[src/rtl/neuron_weight_reader_pkg.sv]
// neuron_weight_reader_pkg: evaluation states and default widths shared by the weight reader slice
package neuron_weight_reader_pkg;
    localparam int DEF_N_INPUTS = 10;
    localparam int DEF_ADDR_W = 16;
    localparam int DEF_DATA_W = 16;
    localparam int DEF_ACC_W = 40;
    typedef enum logic [1:0] {IDLE, FETCH, MAC, DONE} state_t;
endpackage

[src/rtl/neuron_weight_reader_if.sv]
// neuron_weight_reader_if: ROM read port, activation stream and result stream of one neuron
interface neuron_weight_reader_if import neuron_weight_reader_pkg::*; #(
    parameter int ADDR_W = DEF_ADDR_W,
    parameter int DATA_W = DEF_DATA_W,
    parameter int ACC_W = DEF_ACC_W
);
    logic [ADDR_W-1:0] rom_addr;
    logic [DATA_W-1:0] rom_dout;
    logic x_valid;
    logic [DATA_W-1:0] x_data;
    logic x_ready;
    logic y_valid;
    logic [ACC_W-1:0] y_sum;
    logic y_fire;
    logic y_ready;
    modport master (
        output rom_addr, x_ready, y_valid, y_sum, y_fire,
        input rom_dout, x_valid, x_data, y_ready
    );
    modport slave (
        input rom_addr, x_ready, y_valid, y_sum, y_fire,
        output rom_dout, x_valid, x_data, y_ready
    );
endinterface

[src/rtl/neuron_weight_reader_mac.sv]
// neuron_weight_reader_mac: unsigned-weight by signed-activation multiply-accumulate, wrapping
module neuron_weight_reader_mac #(
    parameter int DATA_W = 16,
    parameter int ACC_W = 40
) (
    input logic clk,
    input logic rst_n,
    input logic clr,
    input logic en,
    input logic [DATA_W-1:0] w,
    input logic [DATA_W-1:0] x,
    output logic [ACC_W-1:0] acc
);
    logic signed [2*DATA_W:0] prod;
    assign prod = $signed({1'b0, w}) * $signed(x);
    always_ff @(posedge clk or negedge rst_n)
        if (!rst_n) acc <= '0;
        else if (clr) acc <= '0;
        else if (en) acc <= acc + {{(ACC_W-2*DATA_W-1){prod[2*DATA_W]}}, prod};
endmodule

[src/rtl/neuron_weight_reader.sv]
// neuron_weight_reader: walks ROM addresses 1..N_INPUTS, pairs each weight with a streamed
// activation, and presents the weighted sum plus a fire bit on a valid/ready output.
module neuron_weight_reader import neuron_weight_reader_pkg::*; #(
    parameter int N_INPUTS = DEF_N_INPUTS,
    parameter int ADDR_W = DEF_ADDR_W,
    parameter int DATA_W = DEF_DATA_W,
    parameter int ACC_W = DEF_ACC_W,
    parameter logic signed [ACC_W-1:0] THRESHOLD = '0
) (
    input logic clk,
    input logic rst_n,
    input logic start,
    output logic busy,
    neuron_weight_reader_if.master bus
);
    state_t state;
    logic w_vld;
    logic hs_x;
    logic [ACC_W-1:0] acc;
    assign bus.x_ready = state == MAC && w_vld;
    assign hs_x = bus.x_valid && bus.x_ready;
    neuron_weight_reader_mac #(.DATA_W(DATA_W), .ACC_W(ACC_W)) u_mac (
        .clk(clk),
        .rst_n(rst_n),
        .clr(state == IDLE && start),
        .en(hs_x),
        .w(bus.rom_dout),
        .x(bus.x_data),
        .acc(acc)
    );
    // w_vld drops for one cycle after each address step to cover the ROM read latency
    always_ff @(posedge clk or negedge rst_n)
        if (!rst_n) begin
            state <= IDLE;
            w_vld <= 1'b0;
            busy <= 1'b0;
            bus.rom_addr <= '0;
            bus.y_valid <= 1'b0;
            bus.y_sum <= '0;
            bus.y_fire <= 1'b0;
        end else
            case (state)
                IDLE: if (start) begin
                    bus.rom_addr <= ADDR_W'(1);
                    busy <= 1'b1;
                    w_vld <= 1'b0;
                    state <= FETCH;
                end
                FETCH: begin
                    w_vld <= 1'b1;
                    state <= MAC;
                end
                MAC: if (!w_vld) w_vld <= 1'b1;
                else if (hs_x) begin
                    if (bus.rom_addr == ADDR_W'(N_INPUTS)) state <= DONE;
                    else begin
                        bus.rom_addr <= bus.rom_addr + 1'b1;
                        w_vld <= 1'b0;
                    end
                end
                DONE: if (!bus.y_valid) begin
                    bus.y_sum <= acc;
                    bus.y_fire <= $signed(acc) > THRESHOLD;
                    bus.y_valid <= 1'b1;
                end else if (bus.y_ready) begin
                    bus.y_valid <= 1'b0;
                    busy <= 1'b0;
                    bus.rom_addr <= '0;
                    state <= IDLE;
                end
                default: state <= IDLE;
            endcase
endmodule

[src/flat_wrapper.sv]
// flat-port wrapper written by rule: the top's interface ports become plain ports
module neuron_weight_reader_flat import neuron_weight_reader_pkg::*;
#(
    parameter int N_INPUTS = DEF_N_INPUTS,
    parameter int ADDR_W = DEF_ADDR_W,
    parameter int DATA_W = DEF_DATA_W,
    parameter int ACC_W = DEF_ACC_W,
    parameter logic signed [ACC_W-1:0] THRESHOLD = '0
)
  (clk, rst_n, start, busy, bus_rom_addr, bus_x_ready, bus_y_valid, bus_y_sum, bus_y_fire, bus_rom_dout, bus_x_valid, bus_x_data, bus_y_ready);
  neuron_weight_reader_if #(.ADDR_W(ADDR_W), .DATA_W(DATA_W), .ACC_W(ACC_W)) bus_i ();
  input logic clk;
  input logic rst_n;
  input logic start;
  output logic busy;
  output wire logic [$bits(bus_i.rom_addr)-1:0] bus_rom_addr;
  output wire logic [$bits(bus_i.x_ready)-1:0] bus_x_ready;
  output wire logic [$bits(bus_i.y_valid)-1:0] bus_y_valid;
  output wire logic [$bits(bus_i.y_sum)-1:0] bus_y_sum;
  output wire logic [$bits(bus_i.y_fire)-1:0] bus_y_fire;
  input wire logic [$bits(bus_i.rom_dout)-1:0] bus_rom_dout;
  input wire logic [$bits(bus_i.x_valid)-1:0] bus_x_valid;
  input wire logic [$bits(bus_i.x_data)-1:0] bus_x_data;
  input wire logic [$bits(bus_i.y_ready)-1:0] bus_y_ready;
  assign bus_rom_addr = bus_i.rom_addr;
  assign bus_x_ready = bus_i.x_ready;
  assign bus_y_valid = bus_i.y_valid;
  assign bus_y_sum = bus_i.y_sum;
  assign bus_y_fire = bus_i.y_fire;
  assign bus_i.rom_dout = bus_rom_dout;
  assign bus_i.x_valid = bus_x_valid;
  assign bus_i.x_data = bus_x_data;
  assign bus_i.y_ready = bus_y_ready;
  neuron_weight_reader #(.N_INPUTS(N_INPUTS), .ADDR_W(ADDR_W), .DATA_W(DATA_W), .ACC_W(ACC_W), .THRESHOLD(THRESHOLD)) u_core (.clk(clk), .rst_n(rst_n), .start(start), .busy(busy), .bus(bus_i));
endmodule
[config.mk]
export PLATFORM = sky130hd
export DESIGN_NAME = neuron_weight_reader_flat
export DESIGN_NICKNAME = d
export VERILOG_FILES = /design/src/rtl/neuron_weight_reader_pkg.sv /design/src/rtl/neuron_weight_reader_if.sv /design/src/rtl/neuron_weight_reader_mac.sv /design/src/rtl/neuron_weight_reader.sv /design/src/flat_wrapper.sv
export SDC_FILE = /design/constraint.sdc
export NUM_CORES = 1
export LEC_CHECK = 0
export CORE_UTILIZATION = 40
export CTS_CLUSTER_SIZE = 10
export DETAILED_ROUTE_END_ITERATION = 16
export PLACE_DENSITY = 0.64
export SLEW_MARGIN = 20
export SYNTH_ARGS = -nofsm -noshare
export SYNTH_HDL_FRONTEND = slang
export SYNTH_SLANG_ARGS = --single-unit
[constraint.sdc]
create_clock -name clk -period 5.3 [get_ports clk]
set_clock_uncertainty 0.1 [all_clocks]
set_input_delay 1.06 -clock clk [delete_from_list [all_inputs] [get_ports clk]]
set_output_delay 1.06 -clock clk [all_outputs]
set_load 0.05 [all_outputs]
### After elaboration in Yosys (flattened, before gate mapping)

Cells that the tools add are included.

* flip-flop bits (word level): 102
* latch bits: 0
* bits in writable memories: 0
* ROM bits: 0
* input bits: 37
* output and inout port bits: 60
* memories: 0

* add/sub/neg operators: 2
* $mul: 1
* div/mod/pow operators: 0
* order comparisons: 1
* eq/ne operators: 11
* shift-type cells: 0
* multiplexer cells: 27
* bitwise operators: 1
* reduce and logical (&&, ||, !) cells: 13

Operator list (count)
* $mux W16: 6
* $mux W40: 2
* $pmux W16 S3: 1
* $add A40 B40 Y40: 1
* $gt A40 B1 Y1 const B: 1
* $mul A17 B16 Y33: 1
* $add A16 B1 Y16 const B: 1
* $eq A16 B4 Y1 const B: 1
* $mux W2: 6
* $mux W1: 9
* $ne A2 B2 Y1 const B: 4
* $pmux W2 S4: 1
* $reduce_and A7 Y1: 1
* $ne A2 B1 Y1 const B: 3
* $reduce_and A6 Y1: 1
* $reduce_bool A3 Y1: 2
* $eq A2 B2 Y1 const B: 2
* $reduce_and A2 Y1: 2
* $reduce_and A4 Y1: 1
* $reduce_bool A2 Y1: 2
* $logic_and A1 B1 Y1: 3
* $pmux W1 S3: 1
* $eq A2 B1 Y1 const B: 1
* $logic_not A2 Y1: 1
* 2 further kinds: 2

### Longest topological paths before layout

Gate-level depths: netlist of run 1.

* word-level depth: 6
* depth in mapped cells: 35

### By module

From an unflattened synthesis of run 1, not the netlist that was laid out.

* cells, all modules: 1679
* area, all modules: 15359.7 µm²

By module, submodules not included
* neuron_weight_reader_mac: instances 1, cells each 1422, area each 12376.9 µm², sequential area each 1001.0 µm²
* neuron_weight_reader: instances 1, cells each 257, area each 2982.9 µm², sequential area each 1551.5 µm²

### Worst setup path before layout of run 1

OpenSTA, ideal clock, no wires.

* path kind: input to register
* start: in bus_x_data[1]
* end: reg u_core.u_mac.acc[39]
* library setup time: 0.078 ns
* data arrival time: 8.908 ns
* required time: 5.122 ns
* setup slack: -3.786 ns
* stages: 33
* buffers on the path: 2
* cells stage by stage: clkbuf_1 > nand2_1 > fa_1 > fa_1 > fa_1 > fa_1 > inv_1 > fa_1 > inv_1 > fa_1 > inv_1 > ha_1 > a211oi_2 > nor2_1 > nor2_1 > nor2_1 > a221o_1 > a221o_1 > a21o_1 > a311o_1 > a21oi_2 > xnor2_1 > ha_1 > clkbuf_1 > a21o_1 > a21o_1 > a311oi_1 > a21oi_1 > a31oi_1 > o21ai_1 > xnor2_1 > or3_1 > a21oi_1

* word-level cells in the longest chain between the ends: 4

RTL lines
* start, declared: line flat_wrapper.sv:23 `input wire logic [$bits(bus_i.x_data)-1:0] bus_x_data;`
* $mul A17 B16 Y33: line neuron_weight_reader_mac.sv:15 `assign prod = $signed({1'b0, w}) * $signed(x);`
* $add A40 B40 Y40: line neuron_weight_reader_mac.sv:19 `else if (en) acc <= acc + {{(ACC_W-2*DATA_W-1){prod[2*DATA_W]}}, prod};`
* $mux W40: line neuron_weight_reader_mac.sv:19
* $mux W40: line neuron_weight_reader_mac.sv:18 `else if (clr) acc <= '0;`
* end signal, assigned: line neuron_weight_reader_mac.sv:19
* end, declared: line neuron_weight_reader_mac.sv:12 `output logic [ACC_W-1:0] acc`

No other way between the ends. The select of a mux whose other input is x is not followed.
A chain may end at the register's enable or synchronous reset.

### Worst setup path in the final report of run 1

* start: in bus_rom_dout[5]
* end: reg u_core.u_mac.acc[39]

* word-level cells in the longest chain between the ends: 4

RTL lines
* start, declared: line flat_wrapper.sv:21 `input wire logic [$bits(bus_i.rom_dout)-1:0] bus_rom_dout;`
* $mul A17 B16 Y33: line neuron_weight_reader_mac.sv:15
* $add A40 B40 Y40: line neuron_weight_reader_mac.sv:19
* $mux W40: line neuron_weight_reader_mac.sv:19
* $mux W40: line neuron_weight_reader_mac.sv:18

No other way between the ends. The select of a mux whose other input is x is not followed.

==> flow_summary.json, run 1 <==
{
  "slowest_delay_ns": 0.56,
  "hp-start": "u_core.bus.y_sum[1]$_DFFE_PN0P_",
  "htreeDepth": 3,
  "drive_gt1_share_pct": 29.8,
  "seq_area_frac_synth_pct": 17.0,
  "num_rows": 70,
  "wl_met2_um": 19500,
  "utilization_pct": 55.6,
  "hold_depth": 2,
  "stdcell_count": 2491,
  "clock.fmax_mhz": 118,
  "die_height_um": 196,
  "insertion_delay_ns": 0.35,
  "synth_edf_count": 0,
  "netlist_instances": 1651,
  "grt.overflow.total": 0,
  "crit_top_cell": "fa_1",
  "setup_ws_ns": -3.19,
  "postCtsHoldBufs": 0,
  "fp.dieArea_mm2": 0.0383,
  "worst_setup_path_end_kind": "flop",
  "diodes": 0,
  "relSlewSlack_pct": 27.9,
  "fin_crit_sh_pct": 160,
  "rr_endpoint": "u_core.u_mac.acc[38]$_DFFE_PN0P_",
  "routed_wirelength_um": 40000,
  "crit_slowest_cell": "fa_1",
  "die_x_um": 196,
  "antenna_found_initial": 0,
  "avgSynthCellArea_um2": 9.09,
  "critPathKind": "in2reg",
  "dominantRegCellSynth": "dfrtp_1",
  "setup_viol": 32,
  "place_hpwl_um": 31400,
  "drtPass1Iterations": 6,
  "grt_max_degree": 61,
  "vias": 12800,
  "routedWlPerCell_um": 16.1,
  "vias_per_cell": 5.13,
  "grtUsageTotal_pct": 21.7,
  "worst-endpoint-required_ns": 5.47,
  "portBuffers": 96,
  "place_inst": 2424,
  "tightest_slew_ns": 1.08,
  "drv_slew": 0,
  "root_buffer": "clkbuf_16",
  "hold_path_class": "reg2reg",
  "fin_crit_ns": 8.49,
  "cts_buffers": 9,
  "grt_pass1_vias": 13600,
  "final_area_mm2": 0.0205,
  "hold_path_end": "u_core.bus.y_sum[1]$_DFFE_PN0P_",
  "violations": "negative setup slack",
  "ant_nets": 0,
  "regToRegStartpoint": "u_core.u_mac.acc[0]$_DFFE_PN0P_",
  "cp.arrival_ns": 8.67,
  "synth-async-reset-ratio_pct": 100,
  "cp_max_fo": 3,
  "ys_ff_latch": 102,
  "drv_cap": 0,
  "initial_utilization_pct": 40.8,
  "rsz0062_at_grt": "yes",
  "nets": 2423,
  "io_pins": 97,
  "ys_types": 66,
  "core_mm2": 0.0368,
  "cts_tree": "done",
  "dp_slack_ns": -4.15,
  "clk_pin_slew_ns": 0.07,
  "synth_warnings": 0,
  "r2r_cells": 13,
  "rrSetupSlack_ns": 2.06,
  "outcome": "complete, but fails checks",
  "dr_wl_met3_um": 1610,
  "drt_iter0_drc": 562,
  "cts_buffer_depth": 2,
  "wirelength_met1_um": 18200,
  "n_fill_cell": 3158,
  "maxUsedRoutingLayer": "met4",
  "synth.net_count": 2055,
  "hold_viol": 0,
  "postPlaceCellArea_mm2": 0.0186,
  "grt_first_pass_wirelength_um": 67400,
  "post-route-drc-count": 0,
  "cts_sinks": 102,
  "gp_congestion": 0.895,
  "syn_to_final_growth_pct": 36.3,
  "critPathLaunchType": "input pin",
  "synth_area_mm2": 0.0150
}
[cell families after synthesis]
| kind of cell | after synthesis | share of synthesized area (%) |
|---|---|---|
| buffers and inverters | 320 | 8.00 |
| XOR/XNOR | 75 | 4.38 |
| AO/OA/AOI/OAI | 244 | 10.9 |
| multiplexers | 41 | 3.07 |
| AND/OR/NAND/NOR | 502 | 16.3 |
| adder cells (fa/ha/maj) | 367 | 40.3 |
| flip-flops | 102 | 17.0 |
[what timing repair did]
| item | 4_1_cts | 5_1_grt |
|---|---|---|
| endpoints found under the setup margin | 35 | 33 |
| pin swaps | 193 | 90 |
| gates resized for setup | 324 | 61 |
| buffers inserted | 52 | 10 |
[cell type report]
class	count	area (um2)	area share (%)
well taps	468	586	2.86
multi-input cells	1229	12500	61.0
repair buffers	411	3570	17.4
inverters	266	998	4.88
flip-flops and latches	102	2550	12.5
clock buffers	11	243	1.19
clock inverters	4	32.5	0.159
[stage by stage]
step | setup TNS, ns | hold slack [ns]
2_1_floorplan | -67.36 | 0.361
3_3_place_gp | -105.78 | 0.370
3_5_place_dp | -107.16 | 0.370
4_1_cts | -73.77 | 0.387
5_1_grt | -81.76 | 0.418
6_report | -74.10 | 0.381
[synthesized netlist by cell type (3+ instances only)]
master    count  area, um2
inv_1       264        991
nand2_1     216        811
fa_1        195       3900
ha_1        172       2150
and2_1      124        776
dfrtp_1     102       2550
a21oi_1      87        435
clkbuf_1     52        195
nor2_1       51        191
xnor2_1      45        394
mux2_2       40        450
a21o_1       36        270
xor2_1       30        263
o21ai_0      29        145
nand3_1      19       95.1
nor3_1       17       85.1
nand4_1      15       93.8
nand2b_1     13       81.3
o21bai_1     13       97.6
and3_1       12       75.1
nor4_1       11       68.8
o21ai_1      11       55.1
a31oi_1      10       62.6
o21a_1        9       67.6
nor2b_1       8       50.1
a211oi_1      7       52.6
a221o_1       5       50.1
or4_1         4       30.0
a211oi_2      3       37.5
o21ai_2       3       26.3
o31ai_1       3       22.5
or3_1         3       18.8
[routing by layer]
| layer | vias up | global-route usage, % |
|---|---|---|
| met4 | 0 | 4.48 |
| met2 | 279 | 36.7 |
| met1 | 6391 | 29.9 |
| met3 | 47 | 2.53 |
| met5 | - | 0 |
| li1 | 6055 | - |
[registers in the layout, summed over array words and instances, names as in the netlist]
| name | count |
|---|---|
| u_core.bus.y_sum | 40 |
| u_core.u_mac.acc | 40 |
| u_core.bus.rom_addr | 16 |
| u_core.state | 2 |
| u_core.bus.y_fire | 1 |
| u_core.bus.y_valid | 1 |
| u_core.busy | 1 |
| u_core.w_vld | 1 |
[worst max-delay path, delay by kind of cell]
family,cells,cell delay (ns)
AO/OA/AOI/OAI,13,2.76
XOR/XNOR,2,0.22
buffers and inverters,5,0.28
adder cells (fa/ha/maj),8,3.61
AND/OR/NAND/NOR,5,0.72
[worst max-delay path by stage]
stage | start | end | depth (start not counted)
finish | bus_rom_dout[5] | u_core.u_mac.acc[39]$_DFFE_PN0P_ | 33
global route | bus_rom_dout[5] | u_core.u_mac.acc[39]$_DFFE_PN0P_ | 33
CTS | bus_rom_dout[5] | u_core.u_mac.acc[39]$_DFFE_PN0P_ | 34
detailed placement | bus_x_data[4] | u_core.u_mac.acc[39]$_DFFE_PN0P_ | 34
global placement | bus_x_data[4] | u_core.u_mac.acc[37]$_DFFE_PN0P_ | 35
floorplan | bus_x_data[6] | u_core.u_mac.acc[39]$_DFFE_PN0P_ | 34
[placed cells by master (no fill, tap or decap), types with 7 or more instances in the layout]
master,synthesis,final
buf_4,0,248
ha_4,0,22
xor2_1,30,26
inv_2,1,18
and3_1,12,7
and2_4,0,18
mux2_2,40,40
and2_1,124,106
nand2_2,0,12
nand2_1,216,202
o21a_1,9,9
xnor2_1,45,29
a21oi_4,1,7
buf_8,0,7
nand3_1,19,15
o21ai_2,3,10
fa_1,195,185
a21oi_2,1,24
fa_2,0,10
nor2_1,51,43
nor4_1,11,11
ha_2,0,7
xnor2_2,0,12
a21oi_1,87,58
o21bai_1,13,11
nor3_1,17,11
dfrtp_1,102,102
o21ai_0,29,19
clkdlybuf4s50_1,0,65
dlygate4sd2_1,0,9
inv_1,264,247
o21ai_1,11,11
ha_1,172,143
clkbuf_16,0,9
buf_6,0,68
a21o_1,36,36
nand2b_1,13,11
nand4_1,15,15
buf_2,0,10
Power of run 1 is not shown: default switching activity piles up to over one toggle a cycle in this logic, so the estimate is an artifact.
==> run 2, diff against run 1 <==
--- a/config.mk
+++ b/config.mk
@@ -5,10 +5,12 @@
 export SDC_FILE = /design/constraint.sdc
 export NUM_CORES = 1
 export LEC_CHECK = 0
+export CORE_MARGIN = 2
 export CORE_UTILIZATION = 40
 export CTS_CLUSTER_SIZE = 10
 export DETAILED_ROUTE_END_ITERATION = 16
 export PLACE_DENSITY = 0.64
+export RECOVER_POWER = 100
 export SLEW_MARGIN = 20
 export SYNTH_ARGS = -nofsm -noshare
 export SYNTH_HDL_FRONTEND = slang
==> constraint.sdc (replaced) <==
create_clock -name clk -period 10.1 [get_ports clk]
set_clock_uncertainty 0.1 [all_clocks]
set_input_delay 2.02 -clock clk [delete_from_list [all_inputs] [get_ports clk]]
set_output_delay 2.02 -clock clk [all_outputs]
set_load 0.05 [all_outputs]
==> run 2 against run 1 <==
Effect of this change: the run ends with max-capacitance violations, max-slew violations left; worst setup slack improved by 3.5 ns; via count fell by 6.1%; hold slack improved by 0.022 ns; design area fell by 13%; non-clock buffer count fell by 176; sequential share of layout area rose by 1.9 points; global-route usage fell by 2.5 points; flip-flop and latch count did not move; final cell count fell by 7.0%; largest cell class unchanged; highest routed layer unchanged.
==> flow_summary.json, run 2 (synthesis gave the netlist of run 1 again) <==
{
  "outcome": "complete, but fails checks",
  "violations": "max-capacitance violations, max-slew violations",
  "grt_max_degree": 77,
  "ant_nets": 0,
  "cts_buffer_depth": 2,
  "use_met2_pct": 34.6,
  "cts_tree": "done",
  "diodes": 0,
  "cp.arrival_ns": 9.99,
  "final_common_cell": "inv_1",
  "critPathKind": "in2reg",
  "grtUsageTotal_pct": 19.2,
  "grt_use_met1_pct": 25.1,
  "root_buffer": "clkbuf_16",
  "worst-endpoint-required_ns": 10.26,
  "clock.fmax_mhz": 102,
  "htreeDepth": 3,
  "gp_congestion": 0.883,
  "cp_max_fo": 11,
  "syn_to_final_growth_pct": 18.5,
  "vias": 12000,
  "die_height_um": 198,
  "routedWlPerCell_um": 15.6,
  "cts_buffers": 9,
  "insertion_delay_ns": 0.35,
  "postPlaceCellArea_mm2": 0.0174,
  "place_inst": 2295,
  "slowest_delay_ns": 0.54,
  "antenna_found_initial": 0,
  "clk_pin_slew_ns": 0.07,
  "top_usage_layer": "met2",
  "crit_slowest_cell": "or4_1",
  "critPathLaunchType": "input pin",
  "setup_viol": 0,
  "num_rows": 70,
  "place_hpwl_um": 30200,
  "nets": 2247,
  "hold_path_class": "reg2reg",
  "portBuffers": 96,
  "setup_ws_ns": 0.267,
  "grt_first_pass_wirelength_um": 61400,
  "grt.overflow.total": 0,
  "fin_crit_ns": 9.83,
  "drv_slew": 121,
  "post-route-drc-count": 0,
  "use_met3_pct": 1.57,
  "hold_viol": 0,
  "initial_utilization_pct": 40.8,
  "drtPass1Iterations": 5,
  "io_pins": 97,
  "relSlewSlack_pct": -171,
  "worst_setup_path_end_kind": "flop",
  "routed_wirelength_um": 36200,
  "cts_sinks": 102,
  "dp_slack_ns": -0.487,
  "drive_gt1_share_pct": 12.9,
  "top_regs": "u_core.bus.y_sum (40), u_core.u_mac.acc (40), u_core.bus.rom_addr (16)",
  "die_x_um": 198,
  "grt_pass1_vias": 12500,
  "tightest_slew_ns": 4.07,
  "core_mm2": 0.0368,
  "fin_crit_sh_pct": 97.4,
  "fp.dieArea_mm2": 0.0391,
  "crit_top_cell": "fa_1",
  "vias_per_cell": 5.18,
  "final_area_mm2": 0.0178,
  "drv_cap": 2,
  "most-common-layout-cells": "263 x inv_1, 214 x nand2_1, 193 x fa_1",
  "stdcell_count": 2316,
  "drt_iter0_drc": 626
}
[run 2: changes by cell type in the layout (fill, tap and decap cells not counted), sizes merged]
cell           previous run  this run
buf                     334       134
bufinv                    0         2
clkbuf                   11        24
clkdlybuf4s50            65        11
clkinvlp                  2         0
dlygate4sd2               9         4
dlygate4sd3               0        64
dlymetal6s2s              1         7
inv                     266       267
[run 2: per-layer routing]
layer  wire (um)  vias to the layer above
li1            -                     5700
met1       16000                     6078
met2       18800                      174
met3         862                       39
met4         545                        0
met5           0                        -
[run 2: worst max-delay path: cells and delay by family]
| kind | cells | cell delay (ns) |
|---|---|---|
| compound gates | 10 | 2.03 |
| fa+ha+maj | 8 | 3.60 |
| buf+inv | 8 | 0.99 |
| simple gates | 8 | 1.36 |
[run 2: layout make-up]
| type | count | area (um2) |
|---|---|---|
| clock inverters | 5 | 88.8 |
| well taps | 468 | 586 |
| flip-flops and latches | 102 | 2550 |
| fillers | 3495 | 19000 |
| multi-input cells | 1229 | 11300 |
| clock buffers | 11 | 243 |
| repair buffers | 235 | 1980 |
| inverters | 266 | 998 |
[run 2: what timing repair did]
item                       CTS  global route
setup buffers                0             5
pin swaps                    0            20
setup endpoints to repair    6            11
gates resized for setup     16            51
hold buffers                 0             0
[run 2: path summary, 6_finish.rpt]
check,start,endpoint,slack (ns),cells past startpoint
max in group asynchronous,rst_n,u_core.u_mac.acc[19]$_DFFE_PN0P_,3.49,2
setup / recovery,bus_rom_dout[8],u_core.u_mac.acc[37]$_DFFE_PN0P_,0.27,34
setup reg to reg,u_core.u_mac.acc[0]$_DFFE_PN0P_,u_core.u_mac.acc[34]$_DFFE_PN0P_,6.47,14
hold / removal,u_core.bus.y_sum[1]$_DFFE_PN0P_,u_core.bus.y_sum[1]$_DFFE_PN0P_,0.40,2
hold reg to reg,u_core.bus.y_sum[1]$_DFFE_PN0P_,u_core.bus.y_sum[1]$_DFFE_PN0P_,0.40,2
min in group asynchronous,rst_n,u_core.bus.rom_addr[2]$_DFFE_PN0P_,1.88,1
[run 2: per-stage QoR]
stage / hold slack [ns] / TNS, ns / util [%]
after floorplan: 0.361 / 0 / -
after global placement: 0.375 / -2.51 / 47.2
after detailed placement: 0.393 / -3.77 / 47.2
after CTS: 0.413 / 0 / 48.1
after global routing: 0.422 / -0.0463 / 48.4
final: 0.403 / 0 / 48.4
Power of run 2 is left out for the same reason.
